`src/rtl/gt_seq_cmp_ctrl_if.sv`:
```
// rtl/gt_seq_cmp_ctrl_if.sv - requester/result bundle for the sequential magnitude-compare controller
//
// Purpose: groups the start/ready handshake, captured operands and registered
//          compare results of gt_seq_cmp_ctrl into one port.
// Signals:
//   start      requester -> controller  request, sampled only while ready=1
//   a, b       requester -> controller  WIDTH-bit operands, captured on acceptance
//   ready      controller -> requester  high only while idle
//   done_tick  controller -> requester  one-cycle pulse when the flags become valid
//   a_gt_b     controller -> requester  registered A > B
//   a_eq_b     controller -> requester  registered A == B
//   a_lt_b     controller -> requester  registered A < B
//   cycles     controller -> requester  slices examined in the last compare
// Modports: master = requester side, slave = controller side.

interface gt_seq_cmp_ctrl_if #(
    parameter int WIDTH = 8
);
    localparam int NSLICE = WIDTH / 2;
    localparam int CW     = $clog2(NSLICE) + 1;

    logic             start;
    logic [WIDTH-1:0] a;
    logic [WIDTH-1:0] b;
    logic             ready;
    logic             done_tick;
    logic             a_gt_b;
    logic             a_eq_b;
    logic             a_lt_b;
    logic [CW-1:0]    cycles;

    modport master (
        output start, a, b,
        input  ready, done_tick, a_gt_b, a_eq_b, a_lt_b, cycles
    );

    modport slave (
        input  start, a, b,
        output ready, done_tick, a_gt_b, a_eq_b, a_lt_b, cycles
    );
endinterface

```
`src/rtl/gt_seq_cmp_ctrl.sv`:
```
// rtl/gt_seq_cmp_ctrl.sv - sequential MSB-first magnitude compare using one 2-bit slice pair
//
// Purpose: captures two WIDTH-bit operands on an accepted start, then walks
//          their 2-bit slices from the most significant one down, using a
//          single pair of 2-bit greater-than slices (A>B and B>A). The first
//          unequal slice decides the result; if all slices match the operands
//          are equal. Result flags are registered and held until the next
//          accepted start.
// Ports:
//   clk    input  rising-edge system clock
//   reset  input  asynchronous, active-high reset
//   bus    slave modport of gt_seq_cmp_ctrl_if (start/a/b in;
//          ready/done_tick/a_gt_b/a_eq_b/a_lt_b/cycles out)

module gt_seq_cmp_ctrl #(
    parameter int WIDTH = 8
) (
    input  logic                clk,
    input  logic                reset,
    gt_seq_cmp_ctrl_if.slave    bus
);
    localparam int NSLICE = WIDTH / 2;
    localparam int CW     = $clog2(NSLICE) + 1;
    localparam int IW     = (NSLICE > 1) ? $clog2(NSLICE) : 1;
    localparam logic [IW-1:0] IDX_TOP = IW'(NSLICE - 1);

    typedef enum logic [1:0] {
        IDLE = 2'd0,
        RUN  = 2'd1,
        DONE = 2'd2
    } state_t;

    state_t           state_q, state_d;
    logic [WIDTH-1:0] a_q, a_d;
    logic [WIDTH-1:0] b_q, b_d;
    logic [IW-1:0]    idx_q, idx_d;
    logic             gt_q, gt_d;
    logic             eq_q, eq_d;
    logic             lt_q, lt_d;
    logic [CW-1:0]    cyc_q, cyc_d;

    logic [1:0]       slice_a;
    logic [1:0]       slice_b;
    logic             gt_s;
    logic             lt_s;

    // 2-bit greater-than slice: x > y.
    function automatic logic gt2(input logic [1:0] x, input logic [1:0] y);
        return (x[1] & ~y[1]) | (~(x[1] ^ y[1]) & x[0] & ~y[0]);
    endfunction

    // The same slice pair is reused every RUN cycle; the index selects
    // which 2-bit window of the captured operands it sees.
    always_comb begin
        slice_a = a_q[{idx_q, 1'b0} +: 2];
        slice_b = b_q[{idx_q, 1'b0} +: 2];
        gt_s    = gt2(slice_a, slice_b);
        lt_s    = gt2(slice_b, slice_a);
    end

    always_ff @(posedge clk or posedge reset) begin
        if (reset) begin
            state_q <= IDLE;
            a_q     <= '0;
            b_q     <= '0;
            idx_q   <= IDX_TOP;
            gt_q    <= 1'b0;
            eq_q    <= 1'b0;
            lt_q    <= 1'b0;
            cyc_q   <= '0;
        end else begin
            state_q <= state_d;
            a_q     <= a_d;
            b_q     <= b_d;
            idx_q   <= idx_d;
            gt_q    <= gt_d;
            eq_q    <= eq_d;
            lt_q    <= lt_d;
            cyc_q   <= cyc_d;
        end
    end

    always_comb begin
        state_d = state_q;
        a_d     = a_q;
        b_d     = b_q;
        idx_d   = idx_q;
        gt_d    = gt_q;
        eq_d    = eq_q;
        lt_d    = lt_q;
        cyc_d   = cyc_q;

        case (state_q)
            IDLE: begin
                if (bus.start) begin
                    a_d     = bus.a;
                    b_d     = bus.b;
                    idx_d   = IDX_TOP;
                    gt_d    = 1'b0;
                    eq_d    = 1'b0;
                    lt_d    = 1'b0;
                    cyc_d   = '0;
                    state_d = RUN;
                end
            end

            RUN: begin
                cyc_d = cyc_q + CW'(1);
                if (gt_s) begin
                    gt_d    = 1'b1;
                    state_d = DONE;
                end else if (lt_s) begin
                    lt_d    = 1'b1;
                    state_d = DONE;
                end else if (idx_q == '0) begin
                    // Every slice matched down to the LSB slice.
                    eq_d    = 1'b1;
                    state_d = DONE;
                end else begin
                    idx_d = idx_q - IW'(1);
                end
            end

            DONE: begin
                state_d = IDLE;
            end

            default: begin
                state_d = IDLE;
            end
        endcase
    end

    assign bus.ready     = (state_q == IDLE);
    assign bus.done_tick = (state_q == DONE);
    assign bus.a_gt_b    = gt_q;
    assign bus.a_eq_b    = eq_q;
    assign bus.a_lt_b    = lt_q;
    assign bus.cycles    = cyc_q;

endmodule

```
`src/flat_wrapper.sv`:
```
// flat-port wrapper written by rule: the top's interface ports become plain ports
module gt_seq_cmp_ctrl_flat 
#(
    parameter int WIDTH = 8
)
  (clk, reset, bus_start, bus_a, bus_b, bus_ready, bus_done_tick, bus_a_gt_b, bus_a_eq_b, bus_a_lt_b, bus_cycles);
  gt_seq_cmp_ctrl_if #(.WIDTH(WIDTH)) bus_i ();
  input  logic clk;
  input  logic reset;
  input wire logic [$bits(bus_i.start)-1:0] bus_start;
  input wire logic [$bits(bus_i.a)-1:0] bus_a;
  input wire logic [$bits(bus_i.b)-1:0] bus_b;
  output wire logic [$bits(bus_i.ready)-1:0] bus_ready;
  output wire logic [$bits(bus_i.done_tick)-1:0] bus_done_tick;
  output wire logic [$bits(bus_i.a_gt_b)-1:0] bus_a_gt_b;
  output wire logic [$bits(bus_i.a_eq_b)-1:0] bus_a_eq_b;
  output wire logic [$bits(bus_i.a_lt_b)-1:0] bus_a_lt_b;
  output wire logic [$bits(bus_i.cycles)-1:0] bus_cycles;
  assign bus_i.start = bus_start;
  assign bus_i.a = bus_a;
  assign bus_i.b = bus_b;
  assign bus_ready = bus_i.ready;
  assign bus_done_tick = bus_i.done_tick;
  assign bus_a_gt_b = bus_i.a_gt_b;
  assign bus_a_eq_b = bus_i.a_eq_b;
  assign bus_a_lt_b = bus_i.a_lt_b;
  assign bus_cycles = bus_i.cycles;
  gt_seq_cmp_ctrl #(.WIDTH(WIDTH)) u_core (.clk(clk), .reset(reset), .bus(bus_i));
endmodule
```
`config.mk`:
```
export PLATFORM = sky130hd
export DESIGN_NAME = gt_seq_cmp_ctrl_flat
export DESIGN_NICKNAME = d
export VERILOG_FILES = /design/src/rtl/gt_seq_cmp_ctrl_if.sv /design/src/rtl/gt_seq_cmp_ctrl.sv /design/src/flat_wrapper.sv
export SDC_FILE = /design/constraint.sdc
export NUM_CORES = 1
export LEC_CHECK = 0
export ABC_AREA = 1
export CELL_PAD_IN_SITES_DETAIL_PLACEMENT = 0
export CELL_PAD_IN_SITES_GLOBAL_PLACEMENT = 1
export CORE_ASPECT_RATIO = 0.6
export CORE_MARGIN = 2
export CORE_UTILIZATION = 37
export DETAILED_ROUTE_END_ITERATION = 10
export PLACE_DENSITY_LB_ADDON = 0.12
export REMOVE_ABC_BUFFERS = 1
export SLEW_MARGIN = 15
export SYNTH_ARGS = -nofsm -noshare
export SYNTH_HDL_FRONTEND = slang
export SYNTH_SLANG_ARGS = --single-unit
```
`constraint.sdc`:
```
create_clock -name clk -period 2.9 [get_ports clk]
set_clock_uncertainty 0.15 [all_clocks]
set_input_delay 0.58 -clock clk [delete_from_list [all_inputs] [get_ports clk]]
set_output_delay 0.58 -clock clk [all_outputs]
set_load 0.05 [all_outputs]
```
==> results of run 1 <==
==> worst max-delay path by stage <==
stage	start	end	slack, ps
after floorplan	u_core.state_q[0]	u_core.bus.cycles[1]	560
after global placement	bus_start	u_core.bus.cycles[1]	660
after detailed placement	bus_start	u_core.bus.cycles[1]	620
after CTS	u_core.state_q[0]	bus_ready	430
after global routing	u_core.state_q[0]	bus_ready	340
final	u_core.state_q[0]	bus_ready	430
==> flip-flops by register name, summed over array words and instances (netlist names) <==
name,flops
u_core.state_q,2
u_core.a_q,8
u_core.bus.a_eq_b,1
u_core.bus.cycles,3
u_core.bus.a_gt_b,1
u_core.bus.a_lt_b,1
u_core.b_q,8
u_core.idx_q,2
==> layer usage <==
layer / track usage / up-vias
li1: - / 591
met1: 0.218 / 521
met2: 0.277 / 27
met3: 0.0371 / 5
met4: 0.0500 / 0
met5: 0 / -
==> cells in the mapped netlist (all sizes together) (2+ instances only) <==
library cell	n
a21oi	6
a32oi	2
buf	4
dfrtp	24
dfstp	2
ha	4
inv	20
nand2	78
nand3	13
nor2	6
o21ai	10
==> final cells by class <==
cell class                      count  area share
Sequential cell                    26       0.379
Multi-Input combinational cell    122       0.346
Timing Repair Buffer               27       0.155
Inverter                           20      0.0450
Tap cell                           47      0.0341
Clock buffer                        3      0.0239
Clock inverter                      1      0.0174
==> stage by stage <==
step                      utilization  total power (µW)  std cells
final                           0.480              2130        246
after detailed placement        0.460              1850        242
after global placement          0.460              1820        242
after CTS                       0.480              2160        246
after floorplan                     -              1530        168
after global routing            0.480              2340        246
==> cells by family after synthesis <==
logic type	share of synthesized area
AO/OA/AOI/OAI	0.0865
buffers and inverters	0.0810
flip-flops	0.480
AND/OR/NAND/NOR	0.316
adder cells (fa/ha/maj)	0.0368
==> power breakdown <==
group / leakage, µW / total, µW / switching (µW) / internal [µW]
registers: 0.000322 / 679 / 138 / 542
clock network: 0.0000357 / 305 / 120 / 185
logic: 0.000504 / 1150 / 747 / 402
==> worst max-delay path: stages (launching register included) <==
cell	delay, ps
sky130_fd_sc_hd__dfrtp_1	450
sky130_fd_sc_hd__nor2_1	180
sky130_fd_sc_hd__clkdlybuf4s50_1	840
==> parameters.txt, run 1 <==
Parameter                              Value

Worst setup path
  End of the worst register-to-register path    u_core.idx_q[1]
  Kind of launch point of the worst setup path    register
  Reg-to-reg critical path startpoint    u_core.idx_q[0]
  Arrival time at the worst endpoint    1740 ps
  Data required time of the worst path    2170 ps
  Crit path max fanout    5
  Depth of the worst register-to-register path    11
  Crit path kind    register to output port
  Element type at the critical path end    output port
  Worst setup slack for register-to-register paths    640 ps

Final layout
  Layout net count    ~220
  Filler cells    360
  Highest-count cells in the layout ignoring fill and taps    sky130_fd_sc_hd__nand2_1, sky130_fd_sc_hd__clkdlybuf4s50_1, sky130_fd_sc_hd__dfrtp_1
  Final non-filler cell area    between 1500 and 2000 µm²
  Total area of multi-input combinational cells    about 600 µm²
  Most common library cell in the layout ignoring fill and taps    sky130_fd_sc_hd__nand2_1
  Total area of sequential cells    roughly 650 µm²
  Number of antenna cells inserted    0
  Syn-to-layout area delta    26.9%
  Fraction of final layout cells with drive strength greater than 1    0.106

STA
  Highest achievable clock rate    between 0.4 and 0.5 GHz
  Final Hold Violating Endpoints    0
  Summed negative setup slack over all endpoints    0 ps
  Final worst-path cycle share    0.851
  Worst-case setup margin in the final layout    roughly 430 ps
  Unrepaired setup endpoints after global routing    false
  Max Slew Vio Count    0
  Worst Hold Margin    roughly 320 ps
  Slew HR    0.662
  Final count of negative-setup-slack endpoints    0
  Pin slew with the least headroom to its limit    roughly 500 ps
  Minimum period implied by the final worst setup slack    around 2500 ps

Placed design
  Placed wire-length estimate    about 2.1 mm
  Placement Setup Slack    roughly 600 ps
  Port Buffer Count    26
  Instance area at placement    ~1700 µm²
  Placer's final routability congestion estimate    roughly 0.75

Floorplanning
  DIE WIDTH    roughly 80 µm
  Initial standard-cell utilization of the core    0.378
  Placeable core area    ~3600 µm²
  Num rows    17
  Die Outline Area    4190 µm²
  Die extent in y    a little over 50 µm
  Count of pins on the block boundary    27

Route
  Detail Route met2 WL    1.26 mm
  Met1 wire length    approximately 1.5 mm
  DRC marker count from the first detailed-route iteration    between 70 and 80
  Vias post-DR    1144
  First drt pass iteration count    4
  DR DRC count    0
  DR WL/cell    about 12 µm
  Routed wl met3    between 100 and 150 µm
  Aggregate routed wire length    ~2.9 mm
  Number of antenna-violating nets in the routed design    0
  Uppermost signal routing layer after detailed routing    met4
  Average vias per placed instance    4.65

Clock network
  H-tree depth reported by CTS    1
  Setup Buffers After CTS    0
  Count of hold buffers inserted by post-cts repair    0
  Number of buffers created by CTS    3
  Clock slew at the register clock pins of the worst setup and hold paths    about 100 ps
  TritonCTS clock tree    built
  Total of cells resized after clock tree synthesis    0
  Total clock sinks    26
  Buffer levels on the longest clock path    2
  Library cell used as clock root buffer    sky130_fd_sc_hd__clkbuf_8
  Clk_lat worst skew    roughly 280 ps

GRT
  Pin count of the biggest net entering global routing    27
  Vias in the first global route    about 1200
  Leftover overflow at the end of global routing    0
  Global-route wire length before repair    between 5 and 6 mm
  Initial antenna violation count    0
  Total global-route track usage    0.167

Synthesis
  Dominant register cell in the synthesized netlist    sky130_fd_sc_hd__dfrtp_1
  Portion of synthesized cell area occupied by the leading cell type    0.442
  Cell types with the largest area share after synthesis    sky130_fd_sc_hd__dfrtp_1, sky130_fd_sc_hd__nand2_1, sky130_fd_sc_hd__inv_1
  EDFF count, synth    0
  Post-synthesis sequential area ratio    0.480
  Synthesized area    1360 µm²
  Ys async rst share    1.00
  YS warnings    0
  Post-synthesis cell type count    25
  Mapped Cells    173
  Library cell occupying the most area in the post-synthesis netlist    sky130_fd_sc_hd__dfrtp_1
  Mean cell area of the mapped netlist    7.86 µm²
  Flip-flop and latch count after synthesis    26

Worst hold path
  Worst min-delay path class    register to register
  Startpoint of the lowest-slack hold path    u_core.bus.cycles[2]
  Endpoint of the worst hold-timing path    u_core.bus.cycles[2]
  Worst hold stages    1

Pwr
  Total power density per cell area    1240 nW/µm²
  Leak    between 0.0008 and 0.0009 µW
  Maximum vdd ir drop    around 0.42 mV

Flow run
  Max Cap Viol    0

Run status
  Result of the run    completed
Power figures use the tool's default switching activity.
==> run 2: changes to the inputs <==
--- a/config.mk
+++ b/config.mk
@@ -11,10 +11,11 @@
 export CORE_ASPECT_RATIO = 0.6
 export CORE_MARGIN = 2
 export CORE_UTILIZATION = 37
+export CTS_CLUSTER_DIAMETER = 200
 export DETAILED_ROUTE_END_ITERATION = 10
 export PLACE_DENSITY_LB_ADDON = 0.12
 export REMOVE_ABC_BUFFERS = 1
-export SLEW_MARGIN = 15
+export SLEW_MARGIN = 20
 export SYNTH_ARGS = -nofsm -noshare
 export SYNTH_HDL_FRONTEND = slang
 export SYNTH_SLANG_ARGS = --single-unit
==> results of run 2 <==
No change in the layout: final DEF, timing and power equal those of run 1.
